`config.mk`:
```
export PLATFORM = sky130hd
export DESIGN_NAME = ysyx_23060124_axi_clint
export DESIGN_NICKNAME = d
export VERILOG_FILES = /design/src/rtl/ysyx_23060124_clint_pkg.sv /design/src/rtl/ysyx_23060124_clint_regs.sv /design/src/rtl/ysyx_23060124_axi_clint.sv
export SDC_FILE = /design/constraint.sdc
export NUM_CORES = 1
export LEC_CHECK = 0
export BUFFER_PORTS_ARGS = -buffer_cell sky130_fd_sc_hd__buf_4
export CORE_MARGIN = 4
export CORE_UTILIZATION = 41
export CTS_CLUSTER_DIAMETER = 40
export CTS_CLUSTER_SIZE = 14
export DETAILED_ROUTE_END_ITERATION = 16
export PLACE_DENSITY_LB_ADDON = 0.05
export SLEW_MARGIN = 10
export SYNTH_ARGS = -nofsm -noshare
export SYNTH_HDL_FRONTEND = slang
export SYNTH_HIERARCHICAL = 1
export SYNTH_SLANG_ARGS = --single-unit
```
`constraint.sdc`:
```
create_clock -name S_AXI_ACLK -period 11.6 [get_ports S_AXI_ACLK]
set_input_delay 1.16 -clock S_AXI_ACLK [delete_from_list [all_inputs] [get_ports S_AXI_ACLK]]
set_output_delay 1.16 -clock S_AXI_ACLK [all_outputs]
set_load 0.05 [all_outputs]
```
`src/rtl/ysyx_23060124_clint_pkg.sv`:
```
// ============================================================================
// Module      : ysyx_23060124_clint_pkg
// Description : Shared widths, register offsets, response codes and helpers
//               for the AXI4-Lite core-local interruptor.
// Revision    : 1.0 - initial release
// ============================================================================
`default_nettype none

`ifndef ysyx_23060124_ISA_WIDTH
`define ysyx_23060124_ISA_WIDTH 32
`endif
`ifndef ysyx_23060124_ISA_ADDR_WIDTH
`define ysyx_23060124_ISA_ADDR_WIDTH 32
`endif
`ifndef ysyx_23060124_OPT_WIDTH
`define ysyx_23060124_OPT_WIDTH 4
`endif

package ysyx_23060124_clint_pkg;

    localparam logic [31:0] c_off_msip        = 32'h0000_0000;
    localparam logic [31:0] c_off_mtimecmp_lo = 32'h0000_4000;
    localparam logic [31:0] c_off_mtimecmp_hi = 32'h0000_4004;
    localparam logic [31:0] c_off_mtime_lo    = 32'h0000_BFF8;
    localparam logic [31:0] c_off_mtime_hi    = 32'h0000_BFFC;

    localparam logic [1:0]  c_resp_okay   = 2'b00;
    localparam logic [1:0]  c_resp_slverr = 2'b10;

    localparam logic [63:0] c_mtimecmp_rst = 64'hFFFF_FFFF_FFFF_FFFF;

    typedef enum logic [2:0] {
        SEL_NONE,
        SEL_MSIP,
        SEL_CMP_LO,
        SEL_CMP_HI,
        SEL_TIME_LO,
        SEL_TIME_HI
    } reg_sel_e;

    typedef enum logic [0:0] {
        W_IDLE,
        W_RESP
    } wstate_e;

    typedef enum logic [0:0] {
        R_IDLE,
        R_DATA
    } rstate_e;

    // Byte-lane offset bits are don't-care, so they are masked before matching.
    function automatic reg_sel_e decode_offset(input logic [31:0] offset);
        reg_sel_e sel;
        case (offset & 32'hFFFF_FFFC)
            c_off_msip:        sel = SEL_MSIP;
            c_off_mtimecmp_lo: sel = SEL_CMP_LO;
            c_off_mtimecmp_hi: sel = SEL_CMP_HI;
            c_off_mtime_lo:    sel = SEL_TIME_LO;
            c_off_mtime_hi:    sel = SEL_TIME_HI;
            default:           sel = SEL_NONE;
        endcase
        return sel;
    endfunction

    function automatic logic [31:0] strb_merge(input logic [31:0] old_val,
                                               input logic [31:0] new_val,
                                               input logic [3:0]  strb);
        logic [31:0] res;
        res = old_val;
        for (int i = 0; i < 4; i++) begin
            if (strb[i]) res[i*8 +: 8] = new_val[i*8 +: 8];
        end
        return res;
    endfunction

endpackage

`default_nettype wire

```
`src/rtl/ysyx_23060124_clint_regs.sv`:
```
// ============================================================================
// Module      : ysyx_23060124_clint_regs
// Description : mtime counter with prescaler, mtimecmp, msip and timer compare.
// Revision    : 1.0 - initial release
// ============================================================================
`default_nettype none

module ysyx_23060124_clint_regs
    import ysyx_23060124_clint_pkg::*;
#(
    parameter int PRESCALE = 1
) (
    input  logic        clk,
    input  logic        rst,
    input  logic        i_wr_en,
    input  reg_sel_e    i_wr_sel,
    input  logic [31:0] i_wr_data,
    input  logic [3:0]  i_wr_strb,
    output logic [63:0] o_mtime,
    output logic [63:0] o_mtimecmp,
    output logic        o_msip,
    output logic        o_mtip
);

    localparam int                 c_cnt_w   = (PRESCALE > 1) ? $clog2(PRESCALE) : 1;
    localparam logic [c_cnt_w-1:0] c_cnt_max = c_cnt_w'(PRESCALE - 1);

    logic [c_cnt_w-1:0] r_cnt;
    logic [63:0]        r_mtime;
    logic [63:0]        r_mtimecmp;
    logic               r_msip;
    logic               r_mtip;
    logic               w_tick;

    assign w_tick = (r_cnt == c_cnt_max);

    always_ff @(posedge clk or posedge rst) begin
        if (rst) begin
            r_cnt <= '0;
        end else if (w_tick) begin
            r_cnt <= '0;
        end else begin
            r_cnt <= r_cnt + 1'b1;
        end
    end

    // A CPU write to either half suppresses that cycle's increment entirely.
    always_ff @(posedge clk or posedge rst) begin
        if (rst) begin
            r_mtime <= '0;
        end else if (i_wr_en && i_wr_sel == SEL_TIME_LO) begin
            r_mtime[31:0] <= strb_merge(r_mtime[31:0], i_wr_data, i_wr_strb);
        end else if (i_wr_en && i_wr_sel == SEL_TIME_HI) begin
            r_mtime[63:32] <= strb_merge(r_mtime[63:32], i_wr_data, i_wr_strb);
        end else if (w_tick) begin
            r_mtime <= r_mtime + 64'd1;
        end
    end

    always_ff @(posedge clk or posedge rst) begin
        if (rst) begin
            r_mtimecmp <= c_mtimecmp_rst;
            r_msip     <= 1'b0;
            r_mtip     <= 1'b0;
        end else begin
            if (i_wr_en && i_wr_sel == SEL_CMP_LO) begin
                r_mtimecmp[31:0] <= strb_merge(r_mtimecmp[31:0], i_wr_data, i_wr_strb);
            end
            if (i_wr_en && i_wr_sel == SEL_CMP_HI) begin
                r_mtimecmp[63:32] <= strb_merge(r_mtimecmp[63:32], i_wr_data, i_wr_strb);
            end
            if (i_wr_en && i_wr_sel == SEL_MSIP && i_wr_strb[0]) begin
                r_msip <= i_wr_data[0];
            end
            r_mtip <= (r_mtime >= r_mtimecmp);
        end
    end

    assign o_mtime    = r_mtime;
    assign o_mtimecmp = r_mtimecmp;
    assign o_msip     = r_msip;
    assign o_mtip     = r_mtip;

endmodule

`default_nettype wire

```
`src/rtl/ysyx_23060124_axi_clint.sv`:
```
// ============================================================================
// Module      : ysyx_23060124_axi_clint
// Description : AXI4-Lite responder front end (independent read/write FSMs
//               and address decode) for the core-local interruptor.
// Revision    : 1.0 - initial release
// ============================================================================
`default_nettype none

module ysyx_23060124_axi_clint
    import ysyx_23060124_clint_pkg::*;
#(
    parameter logic [31:0] BASE_ADDR = 32'h0200_0000,
    parameter int          PRESCALE  = 1
) (
    input  logic                                     S_AXI_ACLK,
    input  logic                                     S_AXI_ARESET,
    input  logic [`ysyx_23060124_ISA_ADDR_WIDTH-1:0] S_AXI_AWADDR,
    input  logic                                     S_AXI_AWVALID,
    output logic                                     S_AXI_AWREADY,
    input  logic [`ysyx_23060124_ISA_WIDTH-1:0]      S_AXI_WDATA,
    input  logic [`ysyx_23060124_OPT_WIDTH-1:0]      S_AXI_WSTRB,
    input  logic                                     S_AXI_WVALID,
    output logic                                     S_AXI_WREADY,
    output logic [1:0]                               S_AXI_BRESP,
    output logic                                     S_AXI_BVALID,
    input  logic                                     S_AXI_BREADY,
    input  logic [`ysyx_23060124_ISA_ADDR_WIDTH-1:0] S_AXI_ARADDR,
    input  logic                                     S_AXI_ARVALID,
    output logic                                     S_AXI_ARREADY,
    output logic [`ysyx_23060124_ISA_WIDTH-1:0]      S_AXI_RDATA,
    output logic [1:0]                               S_AXI_RRESP,
    output logic                                     S_AXI_RVALID,
    input  logic                                     S_AXI_RREADY,
    output logic                                     o_mtip,
    output logic                                     o_msip
);

    logic [63:0] w_mtime;
    logic [63:0] w_mtimecmp;
    logic        w_msip;

    wstate_e     r_wstate, w_wstate_nxt;
    rstate_e     r_rstate, w_rstate_nxt;

    logic        r_aw_held, r_w_held;
    logic [31:0] r_awaddr, r_wdata;
    logic [3:0]  r_wstrb;
    logic [1:0]  r_bresp;
    logic        w_aw_hs, w_w_hs, w_commit;
    logic [31:0] w_wr_addr, w_wr_data;
    logic [3:0]  w_wr_strb;
    reg_sel_e    w_wr_sel;

    logic        w_ar_hs;
    reg_sel_e    w_rd_sel;
    logic [31:0] w_rd_val;
    logic [31:0] r_rdata, r_shadow_hi;
    logic [1:0]  r_rresp;
    logic        r_last_lo;

    // ---------------- write channel ----------------
    assign S_AXI_AWREADY = (r_wstate == W_IDLE) && !r_aw_held;
    assign S_AXI_WREADY  = (r_wstate == W_IDLE) && !r_w_held;
    assign w_aw_hs       = S_AXI_AWVALID && S_AXI_AWREADY;
    assign w_w_hs        = S_AXI_WVALID && S_AXI_WREADY;
    assign w_wr_addr     = r_aw_held ? r_awaddr : S_AXI_AWADDR;
    assign w_wr_data     = r_w_held ? r_wdata : S_AXI_WDATA;
    assign w_wr_strb     = r_w_held ? r_wstrb : S_AXI_WSTRB;
    assign w_wr_sel      = decode_offset(w_wr_addr - BASE_ADDR);
    assign w_commit      = (r_wstate == W_IDLE) && (r_aw_held || w_aw_hs) && (r_w_held || w_w_hs);
    assign S_AXI_BVALID  = (r_wstate == W_RESP);
    assign S_AXI_BRESP   = r_bresp;

    always_ff @(posedge S_AXI_ACLK or posedge S_AXI_ARESET) begin
        if (S_AXI_ARESET) r_wstate <= W_IDLE;
        else              r_wstate <= w_wstate_nxt;
    end

    always_comb begin
        w_wstate_nxt = r_wstate;
        case (r_wstate)
            W_IDLE:  if (w_commit) w_wstate_nxt = W_RESP;
            W_RESP:  if (S_AXI_BREADY) w_wstate_nxt = W_IDLE;
            default: w_wstate_nxt = W_IDLE;
        endcase
    end

    always_ff @(posedge S_AXI_ACLK or posedge S_AXI_ARESET) begin
        if (S_AXI_ARESET) begin
            r_aw_held <= 1'b0;
            r_w_held  <= 1'b0;
            r_awaddr  <= '0;
            r_wdata   <= '0;
            r_wstrb   <= '0;
            r_bresp   <= c_resp_okay;
        end else if (w_commit) begin
            r_aw_held <= 1'b0;
            r_w_held  <= 1'b0;
            r_bresp   <= (w_wr_sel == SEL_NONE) ? c_resp_slverr : c_resp_okay;
        end else begin
            if (w_aw_hs) begin
                r_aw_held <= 1'b1;
                r_awaddr  <= S_AXI_AWADDR;
            end
            if (w_w_hs) begin
                r_w_held <= 1'b1;
                r_wdata  <= S_AXI_WDATA;
                r_wstrb  <= S_AXI_WSTRB;
            end
        end
    end

    // ---------------- read channel ----------------
    assign S_AXI_ARREADY = (r_rstate == R_IDLE);
    assign w_ar_hs       = S_AXI_ARVALID && S_AXI_ARREADY;
    assign w_rd_sel      = decode_offset(S_AXI_ARADDR - BASE_ADDR);
    assign S_AXI_RVALID  = (r_rstate == R_DATA);
    assign S_AXI_RDATA   = r_rdata;
    assign S_AXI_RRESP   = r_rresp;

    always_ff @(posedge S_AXI_ACLK or posedge S_AXI_ARESET) begin
        if (S_AXI_ARESET) r_rstate <= R_IDLE;
        else              r_rstate <= w_rstate_nxt;
    end

    always_comb begin
        w_rstate_nxt = r_rstate;
        case (r_rstate)
            R_IDLE:  if (w_ar_hs) w_rstate_nxt = R_DATA;
            R_DATA:  if (S_AXI_RREADY) w_rstate_nxt = R_IDLE;
            default: w_rstate_nxt = R_IDLE;
        endcase
    end

    // The hi half comes from the shadow only directly after a lo read, giving a tear-free pair.
    always_comb begin
        w_rd_val = '0;
        case (w_rd_sel)
            SEL_MSIP:    w_rd_val = {31'b0, w_msip};
            SEL_CMP_LO:  w_rd_val = w_mtimecmp[31:0];
            SEL_CMP_HI:  w_rd_val = w_mtimecmp[63:32];
            SEL_TIME_LO: w_rd_val = w_mtime[31:0];
            SEL_TIME_HI: w_rd_val = r_last_lo ? r_shadow_hi : w_mtime[63:32];
            default:     w_rd_val = '0;
        endcase
    end

    always_ff @(posedge S_AXI_ACLK or posedge S_AXI_ARESET) begin
        if (S_AXI_ARESET) begin
            r_rdata     <= '0;
            r_rresp     <= c_resp_okay;
            r_shadow_hi <= '0;
            r_last_lo   <= 1'b0;
        end else if (w_ar_hs) begin
            r_rdata   <= w_rd_val;
            r_rresp   <= (w_rd_sel == SEL_NONE) ? c_resp_slverr : c_resp_okay;
            r_last_lo <= (w_rd_sel == SEL_TIME_LO);
            if (w_rd_sel == SEL_TIME_LO) r_shadow_hi <= w_mtime[63:32];
        end
    end

    ysyx_23060124_clint_regs #(
        .PRESCALE (PRESCALE)
    ) u_regs (
        .clk        (S_AXI_ACLK),
        .rst        (S_AXI_ARESET),
        .i_wr_en    (w_commit && (w_wr_sel != SEL_NONE)),
        .i_wr_sel   (w_wr_sel),
        .i_wr_data  (w_wr_data),
        .i_wr_strb  (w_wr_strb),
        .o_mtime    (w_mtime),
        .o_mtimecmp (w_mtimecmp),
        .o_msip     (w_msip),
        .o_mtip     (o_mtip)
    );

    assign o_msip = w_msip;

endmodule

`default_nettype wire

```
; After elaboration in Yosys (flattened, before gate mapping)
; Cells that the tools add are included.
[word_totals]
reg_bits = 272
latchBits = 0
ramBits = 0
mem_bits_ro = 0
out_inout_bits = 43
elab_cells = 141
n_memories = 0
[op_classes]
n_addsub = 4
mul = 0
n_div = 0
order_cmp = 1
eq_ne = 29
n_shift = 0
muxes = 28
bitwise = 4
n_reduce_logical = 44
[op_table]
columns = operator, n
row1 = $mux W32, 6
row2 = $pmux W32 S5, 1
row3 = $eq A30 B13 Y1 const B, 4
row4 = $eq A30 B14 Y1 const B, 4
row5 = $add A64 B1 Y64 const B, 1
row6 = $ge A64 B64 Y1, 1
row7 = $logic_not A32 Y1, 2
row8 = $mux W64, 1
row9 = $sub A32 B26 Y32 const B, 2
row10 = $mux W8, 4
row11 = $pmux W3 S5, 2
row12 = $reduce_and A3 Y1, 8
row13 = $reduce_and A2 Y1, 11
row14 = $ne A2 B1 Y1 const B, 9
row15 = $logic_and A1 B1 Y1, 14
row16 = $eq A3 B2 Y1 const B, 4
row17 = $eq A3 B3 Y1 const B, 4
row18 = $mux W1, 9
row19 = $eq A3 B1 Y1 const B, 2
row20 = $logic_not A3 Y1, 2
row21 = $mux W2, 2
row22 = $mux W4, 1
row23 = $ne A2 B2 Y1 const B, 2
row24 = $not A1 Y1, 4
row25 = other kinds (6), 10

; Longest topological paths before layout
; Gate-level depths: netlist of the first run.
[depth]
word_depth = 10
ltp_mapped = 14
mapped_depth_nobuf = 12

; Hierarchy
; Netlist of the first run, hierarchy kept.
[by_module_without_submodules]
columns = module, instances, cells_per_inst, area_per_inst_um2
row1 = ysyx_23060124_clint_regs, 1, 900, 8370.5
row2 = ysyx_23060124_axi_clint, 1, 659, 7287.0

; Worst setup path after synthesis of the first run
; No wires, ideal clock.
[synth_path]
path_type = in2reg
startpoint = in S_AXI_AWADDR[25]
endpoint = reg u_regs.r_mtime[19] (netlist: u_regs/o_mtime[19])
setup_time_ns = 0.121
t_arrival_ns = 3.688
setup_slack_ns = 7.790
stages = 13
n_path_buf = 2
cell_sequence = mux2i_1 -> ha_1 -> or2_2 -> a2111oi_0 -> o21ai_0 -> nor3_1 -> and3b_1 -> clkbuf_1 -> nand2_1 -> buf_1 -> nor2_1 -> a41oi_1 -> o22a_1
[synth_via]
elab_chain_len = 9
elab_cells_between_ends = 19
classes_between = add/sub: 1 / eq/ne: 9 / mux: 3 / reduce/logical: 6
[synth_lines]
columns = item, line
row1 = "start, declared", ysyx_23060124_axi_clint.sv:17  ; input logic [`ysyx_23060124_ISA_ADDR_WIDTH-1:0] S_AXI_AWADDR,
row2 = $mux W32 *, ysyx_23060124_axi_clint.sv:66  ; assign w_wr_addr = r_aw_held ? r_awaddr : S_AXI_AWADDR;
row3 = $sub A32 B26 Y32 *, ysyx_23060124_axi_clint.sv:69  ; assign w_wr_sel = decode_offset(w_wr_addr - BASE_ADDR);
row4 = "$eq A30 B14 Y1, or another cell as far along", ysyx_23060124_clint_pkg.sv:54  ; case (offset & 32'hFFFF_FFFC)
row5 = $pmux W3 S5 *, ysyx_23060124_clint_pkg.sv:54
row6 = $reduce_bool A3 Y1, ysyx_23060124_axi_clint.sv:167  ; .i_wr_en (w_commit && (w_wr_sel != SEL_NONE)),
row7 = $logic_and A1 B1 Y1, ysyx_23060124_axi_clint.sv:167
row8 = $logic_and A1 B1 Y1 (on tied branches), "ysyx_23060124_clint_regs.sv:51, ysyx_23060124_clint_regs.sv:53"
row9 = $ne A2 B1 Y1 (no source line) / $ne A2 B2 Y1 (equally long branches), -
row10 = $reduce_and A3 Y1 (no source line), -
row11 = "end signal, assigned", ysyx_23060124_clint_regs.sv:52  ; r_mtime[31:0] <= strb_merge(r_mtime[31:0], i_wr_data, i_wr_strb);
row12 = "end signal, assigned", ysyx_23060124_clint_regs.sv:56  ; r_mtime <= r_mtime + 64'd1;
row13 = "end, declared", ysyx_23060124_clint_regs.sv:29  ; logic [63:0] r_mtime;
; Mark *: on every way between the ends. The rest lies on a longest branch, timed or not.
; A chain may end at the register's enable or synchronous reset.

; Final worst setup path of the first run
[layout_path]
startpoint = reg r_aw_held
endpoint = reg u_regs.r_mtime[22] (netlist: u_regs/o_mtime[22])
[layout_via]
elab_chain_len = 10
elab_cells_between_ends = 25
classes_between = add/sub: 1 / eq/ne: 9 / mux: 3 / reduce/logical: 12
[layout_lines]
columns = item, line
row1 = "start, declared", ysyx_23060124_axi_clint.sv:45  ; logic r_aw_held, r_w_held;
row2 = "start signal, assigned", ysyx_23060124_axi_clint.sv:90  ; r_aw_held <= 1'b0;
row3 = "start signal, assigned", ysyx_23060124_axi_clint.sv:97  ; r_aw_held <= 1'b0;
row4 = "start signal, assigned", ysyx_23060124_axi_clint.sv:102  ; r_aw_held <= 1'b1;
row5 = "parallel branches: the longest is 10 deep, another holds $sub A32 B26 Y32", -
; Several ways; the timed one is not identified.

==> flow_summary.toml, run 1 <==
[die]
initial_core_util = 0.416
fp.dieW_um = 203
io_pins = 150
dieHeight_um = 203
die_area_sq_um = 41400
core_sq_um = 37700
placementRows = 71

[setup_path]
crit_buf_inv = 1
cpPeakStageDelay_ns = 0.81
worstSetupStartpoint = "r_aw_held"
required_ns = 12.05
cp-start-kind = "flop"
cpLargestDelayFamily = "simple AND/OR/NAND/NOR gates"
crit_path_end_kind = "flop"
cp_common_cell = "o22a_1"
path_cells = "mux2i_1 -> ha_1 -> or2_2 -> a2111oi_0 -> o21ai_0 -> nor3_1 -> and3b_1 -> buf_4 -> nand2_1 -> o22a_1 -> o22a_1"
critPathKind = "reg2reg"
r2r-start = "r_aw_held"
cp_slowest_cell = "dfrtp_1"
arrival_ns = 5.22
crit_fanout = 33

[timing]
rsz0062_at_grt = "no"
report.final.hold_viol_count = 0
slew_violations = 0
period_share = 0.411
finalClockSkew_ns = 0.0237
max_slew_margin = 0.203
timing.hold.ws_ns = 0.496
setup-violations-final = 0
period_minus_slack_ns = 4.77
worst_slew_pin_slew_ns = 1.19
max_freq_mhz = 210
fin_tns_setup_ns = 0

[clock_tree]
h-tree-depth = 2
post-cts-setup-buffer-count = 0
clkTransAtPathRegs_ns = 0.05
clock_sinks = 267
cts_root_buf = "clkbuf_16"
numCtsBuffers = 54
insertion_delay_ns = 0.58
ctsResizeCount = 0
cts_tree = "built"
ctsHoldBuffers = 0
cts_buffer_depth = 3

[pwr]
p_leak_nw = 7.87
ir_drop_uv = 122
power_density_nw_per_um2 = 169

[yosys]
yosysWarnings = 6
syn_inst = 1559
avgSynthCellArea_sq_um = 10.0
synth_area_leaders = "dfrtp_1 (32%), mux2_2 (17%), dfstp_2 (11%)"
yosys-top-cells-count = "mux2_2 (230), dfrtp_1 (203), nand2_1 (143)"
yosys_most_used_dff = "dfrtp_1"
synth_area_leader_cell = "dfrtp_1"
synth_edf_count = 0
synth_most_common_cell = "mux2_2"
synth.distinct_cells = 73
synth_area_sq_um = 15700
async_reset_ff_frac = 1.00
seq_area_frac_synth = 0.432
synth_top_cell_area_share = 0.324
synth_seq_cells = 267

[detailed_routing]
drt-vias-per-instance = 5.66
drc_errors = 0
routed-via-count = 12700
avgRoutedWirePerCell_um = 21.5
drt_iter0_markers = 705
first_pass_iters = 5
final_antenna_net_count = 0
drt-total-wl_um = 48400

[final_layout]
drive_above_1_share = 0.329
nets = 1868
nFillCells = 3559
area_delta_synth_final_pct = 21.5
diodes = 0
post-route-util = 0.505

[global_route]
grt_remaining_overflow = 0
grt_pass1_vias = 13200
grt_pass1_wl_um = 76300
grt_max_degree = 88
antenna_found_initial = 0
track_usage = 0.234

[placement]
io_buffers = 143
gp_congestion = 0.865
dp_hpwl_um = 33500

[run_status]
status = "completed"

[min_path]
min_from = "r_wstrb[1]"
hp-class = "reg2reg"

[job]
max-cap-violations = 0
## power breakdown
| part | internal (W) | switching [W] |
|---|---|---|
| registers | 0.00106 | 0.0000749 |
| logic | 0.000232 | 0.000278 |
| clock network | 0.00106 | 0.000518 |
| total | 0.00235 | 0.000871 |
## per-layer routing
layer | vias to the layer above | wire length, um | GRT usage | share of wire
met1 | 6292 | 22300 | 0.326 | 0.46
met2 | 337 | 22400 | 0.376 | 0.46
li1 | 6017 | - | - | -
met5 | - | 0 | 0 | 0
met3 | 86 | 2190 | 0.0323 | 0.045
met4 | 0 | 1520 | 0.0843 | 0.031
## kinds of logic after synthesis
| family | share of synthesized area |
|---|---|
| simple gates | 0.141 |
| compound gates | 0.139 |
| flops | 0.432 |
| mux | 0.188 |
| buf+inv | 0.0444 |
| fa+ha+maj | 0.0535 |
| xor+xnor | 0.00224 |
| other cells | 0.000240 |
## final timing paths
kind / end / slack [ns] / depth (start not counted)
setup reg to reg: u_regs/o_mtime[22] / 6.83 / 11
max in group asynchronous: r_w_held / 9.65 / 3
hold reg to reg: r_wstrb[1] / 0.50 / 1
setup / recovery: u_regs/o_mtime[22] / 6.83 / 11
hold / removal: r_wstrb[1] / 0.50 / 1
min in group asynchronous: u_regs/o_msip / 0.57 / 2
## final cells by class
type,instances,area (sq um),share of cell area
sequential,267,6760,0.356
tap,511,639,0.0336
timing repair buffer,161,1210,0.0636
clock buffer,72,1500,0.0789
inverter,83,319,0.0168
clock inverter,29,354,0.0186
multi-input combinational,1127,8230,0.433
## flip-flops by register name (all words and copies together), names as in the netlist, 4 cells and up
name,count
u_regs/o_mtime,64
r_shadow_hi,32
r_wstrb,4
S_AXI_RDATA,32
u_regs/o_mtimecmp,64
r_awaddr,30
r_wdata,32
## placed cells by master (no fill, tap or decap), types with 33 or more instances in the layout
cell,n
clkbuf_16,55
dfstp_2,64
buf_4,161
nor2_1,81
o22a_1,33
inv_1,81
dfrtp_1,202
nand2_1,142
ha_1,67
mux2i_1,35
mux2_2,230
o21ai_1,61
a21oi_1,121
nand4_1,34
nand3_1,47
## stage by stage
stage	setup slack, ns	instances	instance area, sq um	power [W]
detailed placement	6.57	2149	17200	0.00166
CTS	6.85	2250	19000	0.00326
finish	6.83	2250	19000	0.00322
global placement	6.61	2149	17200	0.00165
floorplan	6.77	1560	15700	0.00148
global route	6.37	2250	19000	0.00336
No activity file was read; power rests on OpenSTA's default activity.
==> inputs of run 2 (changes only) <==
- clock period: 11.6 -> 4.51 ns (I/O delays scaled with it)
==> flow_summary.toml, run 2 (synthesis results as in run 1) <==
[pwr]
p_leak_nw = 7.94
power_density_nw_per_um2 = 434
ir_drop_uv = 396

[detailed_routing]
final_antenna_net_count = 0
routed-via-count = 13000
drt-vias-per-instance = 5.73
first_pass_iters = 5
drt-total-wl_um = 48700
avgRoutedWirePerCell_um = 21.5
drt_iter0_markers = 776
drc_errors = 0

[setup_path]
arrival_ns = 4.23
crit_path_end_kind = "flop"
critPathKind = "reg2reg"
crit_fanout = 24
r2r-start = "r_aw_held"
required_ns = 5.00
r2r_slack_ns = 0.77
rr_worst_depth = 13
cp-start-kind = "flop"
worst_r2r_endpoint = "u_regs/o_mtime[51]"

[global_route]
grt_pass1_vias = 13100
antenna_found_initial = 0
track_usage = 0.235
grt_pass1_wl_um = 76800
grt_remaining_overflow = 0
grt_max_degree = 75

[clock_tree]
cts_root_buf = "clkbuf_16"
ctsHoldBuffers = 0
h-tree-depth = 2
post-cts-setup-buffer-count = 0
cts_buffer_depth = 3
insertion_delay_ns = 0.58
ctsResizeCount = 0
clock_sinks = 267
cts_tree = "built"
clkTransAtPathRegs_ns = 0.05
numCtsBuffers = 54

[job]
max-cap-violations = 0

[timing]
rsz0062_at_grt = "no"
fin_tns_setup_ns = 0
period_share = 0.829
worst_slew_pin_slew_ns = 1.28
finalClockSkew_ns = 0.0116
setup-violations-final = 0
period_minus_slack_ns = 3.74
max_slew_margin = 0.144
report.final.hold_viol_count = 0
slew_violations = 0
max_freq_mhz = 267

[placement]
gp_congestion = 0.887
place_area_sq_um = 17300
dp_hpwl_um = 34100
io_buffers = 143

[final_layout]
nets = 1881
diodes = 0
nFillCells = 3610
layout_commonest_cell = "mux2_2"
drive_above_1_share = 0.333
area_delta_synth_final_pct = 22.3
design_area_sq_um = 19100
most-common-layout-cells = "mux2_2 (230), dfrtp_1 (202), buf_4 (171)"

[die]
placementRows = 71
core_sq_um = 37700
fp.dieW_um = 203
die_area_sq_um = 41400
dieHeight_um = 203
initial_core_util = 0.416
io_pins = 150

[min_path]
hp-class = "in2async"

[run_status]
status = "completed"
[run 2: report_power, final]
group / internal [W] / switching (W)
Clock: 0.00271 / 0.00136
Sequential: 0.00272 / 0.000169
Combinational: 0.000604 / 0.000745
[run 2: metal layers]
metal / track usage / vias to the layer above / part of all wire
met5: 0 / - / 0
met2: 0.385 / 373 / 0.47
met1: 0.326 / 6454 / 0.45
li1: - / 6041 / -
met4: 0.0730 / 0 / 0.027
met3: 0.0337 / 96 / 0.051
[run 2: worst max path at each step]
| stage | startpoint | to | slack [ns] |
|---|---|---|---|
| 5_1_grt | r_aw_held | u_regs/o_mtime[51] | 0.39 |
| 4_1_cts | r_aw_held | u_regs/o_mtime[51] | 0.78 |
| 2_1_floorplan | S_AXI_ARESET | S_AXI_BRESP[1] | 0.39 |
| 6_report | r_aw_held | u_regs/o_mtime[51] | 0.77 |
| 3_5_place_dp | S_AXI_AWADDR[20] | u_regs/o_mtime[51] | 0.66 |
| 3_3_place_gp | S_AXI_AWADDR[20] | u_regs/o_mtime[51] | 0.67 |
[run 2: metrics by stage]
step	setup WS (ns)	utilization	power [W]	hold slack (ns)	cells
floorplan	0.391	-	0.00381	0.470	1560
detailed placement	0.663	0.459	0.00429	0.487	2162
global placement	0.665	0.459	0.00425	0.481	2162
finish	0.770	0.508	0.00832	0.0161	2263
global route	0.391	0.508	0.00868	0.0606	2263
CTS	0.779	0.508	0.00842	0.0227	2263
[run 2: area by class of cell]
| type | count | area, sq um | area share |
|---|---|---|---|
| Inverter | 83 | 319 | 0.0167 |
| Clock inverter | 28 | 359 | 0.0188 |
| Timing Repair Buffer | 174 | 1340 | 0.0702 |
| Clock buffer | 73 | 1490 | 0.0780 |
| Multi-Input combinational cell | 1127 | 8230 | 0.430 |
| Sequential cell | 267 | 6760 | 0.353 |
| Tap cell | 511 | 639 | 0.0334 |
[run 2: worst max-delay path, stage by stage (launching register included)]
cell and delay, ns:
dfrtp_1 0.42, buf_4 0.23, or4_1 0.52, a2111oi_0 0.26, o21ai_0 0.31, nor2_1 0.34, nand3b_1 0.15, buf_4 0.31
buf_4 0.30, a21oi_1 0.06, buf_4 0.20, nor3_1 0.19, a211oi_1 0.10, a311oi_1 0.25
==> inputs of run 3 (changes only) <==
- ABC_AREA: unset -> 1
- clock period: 4.51 -> 3.6 ns (I/O delays scaled with it)
==> flow_summary.toml, run 3 <==
[run_status]
status = "completed"

[yosys]
synth.distinct_cells = 47
yosys-top-cells-count = "nand2_1 (703), inv_1 (376), o21ai_0 (301)"
synth_area_leader_cell = "dfrtp_1"
seq_area_frac_synth = 0.392
avgSynthCellArea_sq_um = 6.90
synth_top_cell_area_share = 0.295
synth_edf_count = 0
async_reset_ff_frac = 1.00
synth_area_sq_um = 17200
synth_seq_cells = 267
syn_inst = 2498
synth_most_common_cell = "nand2_1"
synth_area_leaders = "dfrtp_1 (29%), nand2_1 (15%), dfstp_2 (9.8%)"
yosysWarnings = 6
yosys_most_used_dff = "dfrtp_1"

[job]
max-cap-violations = 0

[final_layout]
post-route-util = 0.508
drive_above_1_share = 0.153
seqCellArea_sq_um = 6760
nFillCells = 4152
nets = 2834
most-common-layout-cells = "nand2_1 (702), inv_1 (371), o21ai_0 (301)"
area_delta_synth_final_pct = 21.3
multi_input_area_sq_um = 8620
layout_commonest_cell = "nand2_1"
diodes = 0

[pwr]
ir_drop_uv = 437
p_leak_nw = 10.2
total_power_w = 0.0103
power_density_nw_per_um2 = 493

[timing]
setup-violations-final = 0
max_slew_margin = 0.171
worst_slack_ns = 0.310
rsz0062_at_grt = "no"
period_minus_slack_ns = 3.29
fin_tns_setup_ns = 0
max_freq_mhz = 304
period_share = 0.914
slew_violations = 0
report.final.hold_viol_count = 0
finalClockSkew_ns = 0.0249
worst_slew_pin_slew_ns = 1.23

[setup_path]
arrival_ns = 3.80
crit_buf_inv = 2
cp-endpoint = "u_regs/o_mtime[60]"
crit_fanout = 9
r2r-start = "r_aw_held"
critPathKind = "reg2reg"
worstSetupStartpoint = "r_aw_held"
cpLargestDelayFamily = "compound AO/OA/AOI/OAI gates"
worst_r2r_endpoint = "u_regs/o_mtime[60]"
cp-start-kind = "flop"
cp_slowest_cell = "o21ai_1"
rr_worst_depth = 16
path_cells = "nand2_1 -> o21ai_0 -> ha_1 -> a211oi_1 -> o211ai_1 -> a21oi_2 -> nand3_1 -> nand2_1 -> nand3_1 -> nand2_1 -> inv_1 -> o21ai_1 -> o21ai_0 -> inv_1 -> nand2_1 -> nand2_1"
cpPeakStageDelay_ns = 0.67
r2r_slack_ns = 0.31
cp.depth = 16
cp_common_cell = "nand2_1"
crit_path_end_kind = "flop"
required_ns = 4.11

[clock_tree]
numCtsBuffers = 51
cts_tree = "built"
cts_buffer_depth = 3
insertion_delay_ns = 0.59
cts_root_buf = "clkbuf_16"
post-cts-setup-buffer-count = 0
clock_sinks = 267
clkTransAtPathRegs_ns = 0.05
h-tree-depth = 2

[die]
die_area_sq_um = 45400
core_sq_um = 41200
dieHeight_um = 213
initial_core_util = 0.419
io_pins = 150
fp.dieW_um = 213
placementRows = 74

[placement]
pre_cts_slack_ns = 0.0920
dp_hpwl_um = 45400
gp_congestion = 0.990
io_buffers = 143

[global_route]
antenna_found_initial = 0
grt_pass1_wl_um = 93000
track_usage = 0.263
grt_pass1_vias = 16500
grt_remaining_overflow = 0
grt_max_degree = 131

[detailed_routing]
avgRoutedWirePerCell_um = 18.3
first_pass_iters = 6
drt-vias-per-instance = 5.24
drt_iter0_markers = 1218
drt-total-wl_um = 59300
routed-via-count = 16900
drc_errors = 0
final_antenna_net_count = 0

[min_path]
hp-class = "in2reg"
run 3: changes by cell type after synthesis, moves of 57 or more:
cell     change
nand2_1    +560
inv_1      +293
o21ai_0    +269
mux2_2     -228
nor2_1      +85
o21ai_1     +69
nand4_1     +68
a21oi_1     -57
run 3: layer usage:
| layer | vias to the layer above | part of all wire | track usage | wire length, um |
|---|---|---|---|---|
| met5 | - | 0 | 0 | 0 |
| met2 | 418 | 0.45 | 0.418 | 26600 |
| met1 | 7999 | 0.48 | 0.380 | 28300 |
| li1 | 8423 | - | - | - |
| met3 | 108 | 0.047 | 0.0307 | 2770 |
| met4 | 0 | 0.026 | 0.0782 | 1560 |
run 3: worst min path at each step:
| stage | to | startpoint | slack [ns] | cells after the start |
|---|---|---|---|---|
| after floorplan | r_awaddr[24] | r_awaddr[24] | 0.44 | 2 |
| after global placement | r_shadow_hi[27] | r_shadow_hi[27] | 0.46 | 2 |
| after detailed placement | S_AXI_RDATA[2] | S_AXI_RDATA[2] | 0.47 | 2 |
| after CTS | r_aw_held | S_AXI_AWVALID | 0.01 | 3 |
| after global routing | r_awaddr[24] | S_AXI_AWADDR[24] | 0.04 | 3 |
| final | r_awaddr[25] | S_AXI_AWADDR[25] | 0.04 | 3 |
run 3: layout make-up:
cell class / count / area share
multi-input combinational: 1752 / 0.412
sequential: 267 / 0.323
clock inverter: 36 / 0.0199
inverter: 383 / 0.0691
tap: 532 / 0.0318
clock buffer: 60 / 0.0650
timing repair buffer: 205 / 0.0789
run 3: through the flow:
step | cell area (sq um) | std cells | hold slack (ns)
after global placement | 19000 | 3132 | 0.464
after floorplan | 17300 | 2499 | 0.443
final | 20900 | 3235 | 0.0364
after CTS | 20900 | 3235 | 0.0114
after global routing | 20900 | 3235 | 0.0365
after detailed placement | 19000 | 3132 | 0.467
run 3: kinds of logic (layout without fill, tap and decap cells):
kind of cell	count (synthesis)	count (layout)	synth area share
fa+ha+maj	67	67	0.0486
xor+xnor	10	10	0.00508
other cells	1	2	0.000217
compound gates	522	522	0.155
flops	267	267	0.392
simple gates	1149	1149	0.288
mux	2	2	0.00131
buf+inv	480	684	0.110
run 3: what timing repair did:
item,CTS,global route
gates resized for setup,0,11
hold endpoints to repair,39,0
setup endpoints to repair,0,101
hold buffers,7,0
run 3: worst reg2reg max path: stages (launching register included):
cell and delay, ns:
dfrtp_2 0.46, nand2_1 0.09, o21ai_0 0.10, ha_1 0.26
a211oi_1 0.27, o211ai_1 0.15, a21oi_2 0.22, nand3_1 0.14
nand2_1 0.10, nand3_1 0.06, nand2_1 0.08, inv_1 0.14
o21ai_1 0.67, o21ai_0 0.25, inv_1 0.10, nand2_1 0.05
nand2_1 0.05
run 3: power by group:
part | total (W) | switching (W) | internal [W]
registers | 0.00361 | 0.000235 | 0.00337
clock network | 0.00490 | 0.00174 | 0.00316
logic | 0.00180 | 0.00125 | 0.000555
total | 0.0103 | 0.00322 | 0.00709
